==> src/rtl/reg_writeback_queue_pkg.sv <==
// Shared constants for the CRP16 register write-back path.
// Register-bank geometry shared by the write-back queue and the register bank.
package reg_writeback_queue_pkg;
   localparam int CRP16_DATA_W      = 16;
   localparam int CRP16_NUM_REGS    = 8;
   localparam int CRP16_REG_IDX_W   = 3;
   localparam int WBQ_DEFAULT_DEPTH = 4;
endpackage

==> src/rtl/reg_writeback_queue_decoder.sv <==
// reg_index_decoder: turns a register index into a one-hot write-enable
// vector, gated by en. Also reused by the register-bank top level.
module reg_index_decoder
   import reg_writeback_queue_pkg::*;
#(
   parameter int NUM_REGS = CRP16_NUM_REGS,
   localparam int IDX_W   = $clog2(NUM_REGS)
) (
   input  logic                en,
   input  logic [IDX_W-1:0]    idx,
   output logic [NUM_REGS-1:0] onehot
);
   // One comparator per register; only the addressed one is set when en is high.
   for (genvar gi = 0; gi < NUM_REGS; gi++) begin : g_dec
      assign onehot[gi] = en && (idx == IDX_W'(gi));
   end
endmodule

==> src/rtl/reg_writeback_queue.sv <==
// reg_writeback_queue: FIFO of register write-back requests. It drains one
// entry per cycle into the register bank through load_val and write_en.
// Optional feature macro: WBQ_BYPASS_EN enables the youngest-match lookup
// on rd_reg. Without it, rd_hit and rd_val are tied to zero.
module reg_writeback_queue
   import reg_writeback_queue_pkg::*;
#(
   parameter int DEPTH    = WBQ_DEFAULT_DEPTH,
   parameter int NUM_REGS = CRP16_NUM_REGS,
   parameter int DATA_W   = CRP16_DATA_W,
   localparam int IDX_W   = $clog2(NUM_REGS),
   localparam int PTR_W   = $clog2(DEPTH)
) (
   input  logic                clock,
   input  logic                reset_n,
   input  logic                push,
   input  logic [IDX_W-1:0]    push_reg,
   input  logic [DATA_W-1:0]   push_val,
   input  logic                hold,
   output logic                full,
   output logic                empty,
   output logic                overflow,
   output logic [DATA_W-1:0]   load_val,
   output logic [NUM_REGS-1:0] write_en,
   input  logic [IDX_W-1:0]    rd_reg,
   output logic                rd_hit,
   output logic [DATA_W-1:0]   rd_val
);
   logic [IDX_W-1:0]  entry_reg_q [DEPTH];
   logic [DATA_W-1:0] entry_val_q [DEPTH];

   logic [PTR_W-1:0] wr_ptr_q, wr_ptr_d;
   logic [PTR_W-1:0] rd_ptr_q, rd_ptr_d;
   logic [PTR_W:0]   count_q, count_d;
   logic             overflow_q, overflow_d;

   logic push_accept;
   logic pop;

   // full and empty come from the registered count, so a pop in the same
   // cycle never frees a slot for a push arriving while full.
   assign full     = (count_q == (PTR_W+1)'(DEPTH));
   assign empty    = (count_q == '0);
   assign overflow = overflow_q;

   // Next-state for pointers, occupancy and the sticky overflow flag.
   always_comb begin
      push_accept = push && !full;
      pop         = !empty && !hold;
      wr_ptr_d    = wr_ptr_q + PTR_W'(push_accept);
      rd_ptr_d    = rd_ptr_q + PTR_W'(pop);
      overflow_d  = overflow_q | (push && full);
      count_d     = count_q;
      if (push_accept && !pop) begin
         count_d = count_q + 1'b1;
      end else if (pop && !push_accept) begin
         count_d = count_q - 1'b1;
      end
   end

   // Control state; reset discards every pending entry.
   always_ff @(posedge clock or negedge reset_n) begin
      if (!reset_n) begin
         wr_ptr_q   <= '0;
         rd_ptr_q   <= '0;
         count_q    <= '0;
         overflow_q <= 1'b0;
      end else begin
         wr_ptr_q   <= wr_ptr_d;
         rd_ptr_q   <= rd_ptr_d;
         count_q    <= count_d;
         overflow_q <= overflow_d;
      end
   end

   // Entry storage; contents are only meaningful below count, so no reset.
   always_ff @(posedge clock) begin
      if (push_accept) begin
         entry_reg_q[wr_ptr_q] <= push_reg;
         entry_val_q[wr_ptr_q] <= push_val;
      end
   end

   // Head value goes to every register; zero when nothing drains.
   assign load_val = pop ? entry_val_q[rd_ptr_q] : '0;

   reg_index_decoder #(
      .NUM_REGS (NUM_REGS)
   ) u_dec (
      .en     (pop),
      .idx    (entry_reg_q[rd_ptr_q]),
      .onehot (write_en)
   );

`ifdef WBQ_BYPASS_EN
   logic [PTR_W-1:0] slot;

   // Walk entries oldest to youngest so the last match wins (youngest value).
   always_comb begin
      rd_hit = 1'b0;
      rd_val = '0;
      slot   = '0;
      for (int i = 0; i < DEPTH; i++) begin
         slot = rd_ptr_q + PTR_W'(i);
         if ((i < int'(count_q)) && (entry_reg_q[slot] == rd_reg)) begin
            rd_hit = 1'b1;
            rd_val = entry_val_q[slot];
         end
      end
   end
`else
   // Lookup disabled: keep the ports for a stable interface.
   logic unused_rd_reg;
   assign unused_rd_reg = ^rd_reg;
   assign rd_hit        = 1'b0;
   assign rd_val        = '0;
`endif
endmodule

==> config.mk <==
export PLATFORM = sky130hd
export DESIGN_NAME = reg_writeback_queue
export DESIGN_NICKNAME = d
export VERILOG_FILES = /design/src/rtl/reg_writeback_queue_pkg.sv /design/src/rtl/reg_writeback_queue_decoder.sv /design/src/rtl/reg_writeback_queue.sv
export SDC_FILE = /design/constraint.sdc
export NUM_CORES = 1
export LEC_CHECK = 0
export ABC_CLOCK_PERIOD_IN_PS = 5070
export CAP_MARGIN = 40
export CORE_AREA = 2 2 88 90
export DETAILED_ROUTE_END_ITERATION = 12
export DIE_AREA = 0 0 90 92
export GPL_TIMING_DRIVEN = 0
export HOLD_SLACK_MARGIN = 0.12
export PLACE_DENSITY = 0.76
export SETUP_SLACK_MARGIN = 0.02
export SYNTH_ARGS = -nofsm -noshare
export SYNTH_HDL_FRONTEND = slang
export SYNTH_HIERARCHICAL = 1
export SYNTH_SLANG_ARGS = --single-unit
==> constraint.sdc <==
create_clock -name clock -period 5.07 [get_ports clock]
set_input_delay 0.507 -clock clock [delete_from_list [all_inputs] [get_ports clock]]
set_output_delay 0.507 -clock clock [all_outputs]
set_load 0.03 [all_outputs]
==> results.md <==
• **result of the run** completed
• **overall global routing resource usage** 15.2%
• **post-detailed-routing wire length** 5.90 mm
• **number of warning messages in the yosys log** 6
• **number of nets still failing antenna checks after routing** 0
• **Max Freq** 303 MHz
• **main flop type after synthesis** edfxtp_1
• **Std-Cell Rows** 32
• **CTS clk-pin slew, worst paths** 0.08 ns
• **number of hold violations in the final report** 0
• **IR Drop Worst-Case VDD** 235 uV
• **sequential cell area** 0.00248 mm2
• **number of buffer cells added on primary ports** 49
• **count of placed standard cells including taps** 347
• **number of flops mapped to enable cells by yosys** 76
• **fillcell total** 567
• **fraction of synthesized cell area taken by the top area cell type** 63.7%
• **die area** 0.00828 mm2
• **power density normalized to cell area** 529 mW/mm2
• **GPL Wtd Cong** 0.673
• **endpoint required time on the critical path** 4.56 ns
• **maximum number of pins on one net before global-route repair** 15
• **most area-consuming cells after synthesis** edfxtp_1 64%, mux4_1 8.8%, dfrtp_1 5.6%
• **Core Region** 0.00745 mm2
• **Least-Margin Pin Slew** 0.871 ns
• **Fin Clk Skew** 0.00645 ns
• **cell count after synthesis** 176
• **number of distinct standard cells referenced by the synthesized netlist** 31
• **y dimension of the die** 92 um
• **Die Span X** 90 um
• **flip-flop and latch count after synthesis** 84
• **portion of the clock cycle consumed by the worst path in the final layout** 65.2%
• **DRC** 0
• **total area of multi-input combinational cells** 982 um2
• **Post-Place Worst Slack** 1.76 ns
• **relative max-transition margin** 41.7%
• **vias post-DR** 1777
• **max-cap check violation count** 0
• **final worst-path setup slack** 1.76 ns
• **worst min path class** in2async
• **initial antenna violation count** 0
• **power after layout** 2.38 mW
• **number of buffers inserted during clock tree synthesis** 9
• **fraction of layout instances using a drive strength above 1** 25.1%
• **per-instance average area after synthesis** 20.4 um2
• **kind of start point of the critical path** flop
• **Crit Path Class** reg2out
• **CTS tree** done
• **Worst Hold Margin** 0.447 ns
• **clock tree buffer depth** 2
• **leakage power** 1.64 nW
• **clock root buffer** clkbuf_8
• **area growth from synthesis to final layout** 25.3%
• **number of post-CTS setup repair buffers** 0
• **fin util** 60.3%
• **via count of the first global-routing pass** 1848
• **Hold-fix buffers, CTS** 0
• **io pins** 70
• **detailed-routing iteration count for the pre-antenna-repair pass** 4
• **cell taking the most area after synthesis** edfxtp_1
• **setup TNS** 0 ns
• **final critical delay including setup and external delays** 3.31 ns
• **cell area after technology mapping** 0.00358 mm2
• **pins over their slew limit** 0
• **count leader, synth** edfxtp_1
• **H-tree depth reported by CTS** 3
• **Layout Nets** 286
• **cell area after placement** 0.00434 mm2
• **async set-reset flop share out of synthesis** 9.52%
• **total overflow reported by the global router** 0
• **sequential fraction of the synthesis area** 69.2%
• **final-report setup violation count** 0
• **cell area after layout** 0.00449 mm2
• **Post-DP HPWL** 4.02 mm
• **Finished Layout Cells** 361
• **number of design-rule violations left by the first detailed-router iteration** 89
• **number of antenna repair diodes** 0
• **clock latency reported for the late side of the worst-skew pair** 0.34 ns
• **first-pass GRT wire length** 9.27 mm
• **data arrival time of the critical path** 2.80 ns
• **RSZ-0062 raised after global routing** false
• **top cells by count, synth** 76 x edfxtp_1, 18 x buf_4, 12 x mux4_1, 9 x nor2b_1, 8 x dfrtp_1
• **highest net fanout along the worst path** 10
• **PostCTS Resize Cnt** 0
• **Clock Sinks** 84
• **starting density of the core** 48.1%
• **average vias per placed instance** 4.92
• **Routed wire per std cell** 16.3 um
• **kind of capture point of the worst setup path** output port
==> power by group <==
group / leakage, nW / internal, mW / total, mW / switching, mW
sequential: 0.787 / 0.924 / 0.982 / 0.0575
clock: 0.0823 / 0.171 / 0.391 / 0.221
combinational: 0.767 / 0.492 / 1.00 / 0.510
==> final timing paths <==
path,from,to,slack [ns],cells after the start
worst min register to register,overflow$_DFF_PN0_,overflow$_DFF_PN0_,0.46,1
worst max-delay path,rd_ptr_q[0]$_DFF_PN0_,write_en[0],1.76,5
worst min-delay path,reset_n,overflow$_DFF_PN0_,0.45,1
max in group asynchronous,reset_n,rd_ptr_q[0]$_DFF_PN0_,4.35,1
worst max register to register,count_q[0]$_DFFE_PN0P_,count_q[2]$_DFFE_PN0P_,2.53,10
min in group clock,overflow$_DFF_PN0_,overflow$_DFF_PN0_,0.46,1
==> cells by family after synthesis <==
logic type / synth area share [%]
and+or+nand+nor: 8.80
xor gates and xnor gates: 1.22
other: 0.105
muxes: 13.5
adders and majority gates: 1.61
DFF: 69.2
buffers and inverters: 5.31
AOI/OAI and AO/OA: 0.210
==> layout make-up <==
cell class / count / share of cell area (%)
Clock buffer: 9 / 2.76
Timing Repair Buffer: 53 / 12.4
Multi-Input combinational cell: 82 / 21.9
Inverter: 3 / 0.251
Sequential cell: 84 / 55.2
Buffer: 23 / 3.98
Tap cell: 102 / 2.84
Clock inverter: 5 / 0.696
==> registers in the layout (all words and copies together) (netlist names) <==
name,cells
rd_ptr_q,2
overflow,1
entry_reg_q,12
wr_ptr_q,2
count_q,3
entry_val_q,64
==> cell usage in the layout (no fill, tap or decap), types with 3 or more instances in the layout <==
cell type        count
conb_1              17
xor2_1               4
buf_4               19
edfxtp_1            76
dfrtp_1              8
clkbuf_8             9
inv_1                3
and4b_2              3
nor2b_4              7
and4bb_2             3
clkdlybuf4s50_1     49
mux4_1              12
mux4_2               7
ha_1                 3
nor2b_1              9
==> critical path: stages, from the launching register on <==
cell and delay [ns]:
dfrtp_1 0.37, buf_6 0.19, buf_12 0.17, mux4_1 0.69
nor4b_2 0.33, clkdlybuf4s50_1 0.71
==> layer usage <==
layer  vias up  track usage (%)  wire length [um]
li1        826                -                 -
met1       892             17.6              2450
met2        50             26.3              3080
met3         9             3.53               260
met4         0             8.59               112
met5         -                0                 0
No activity file was read; power rests on OpenSTA's default activity.
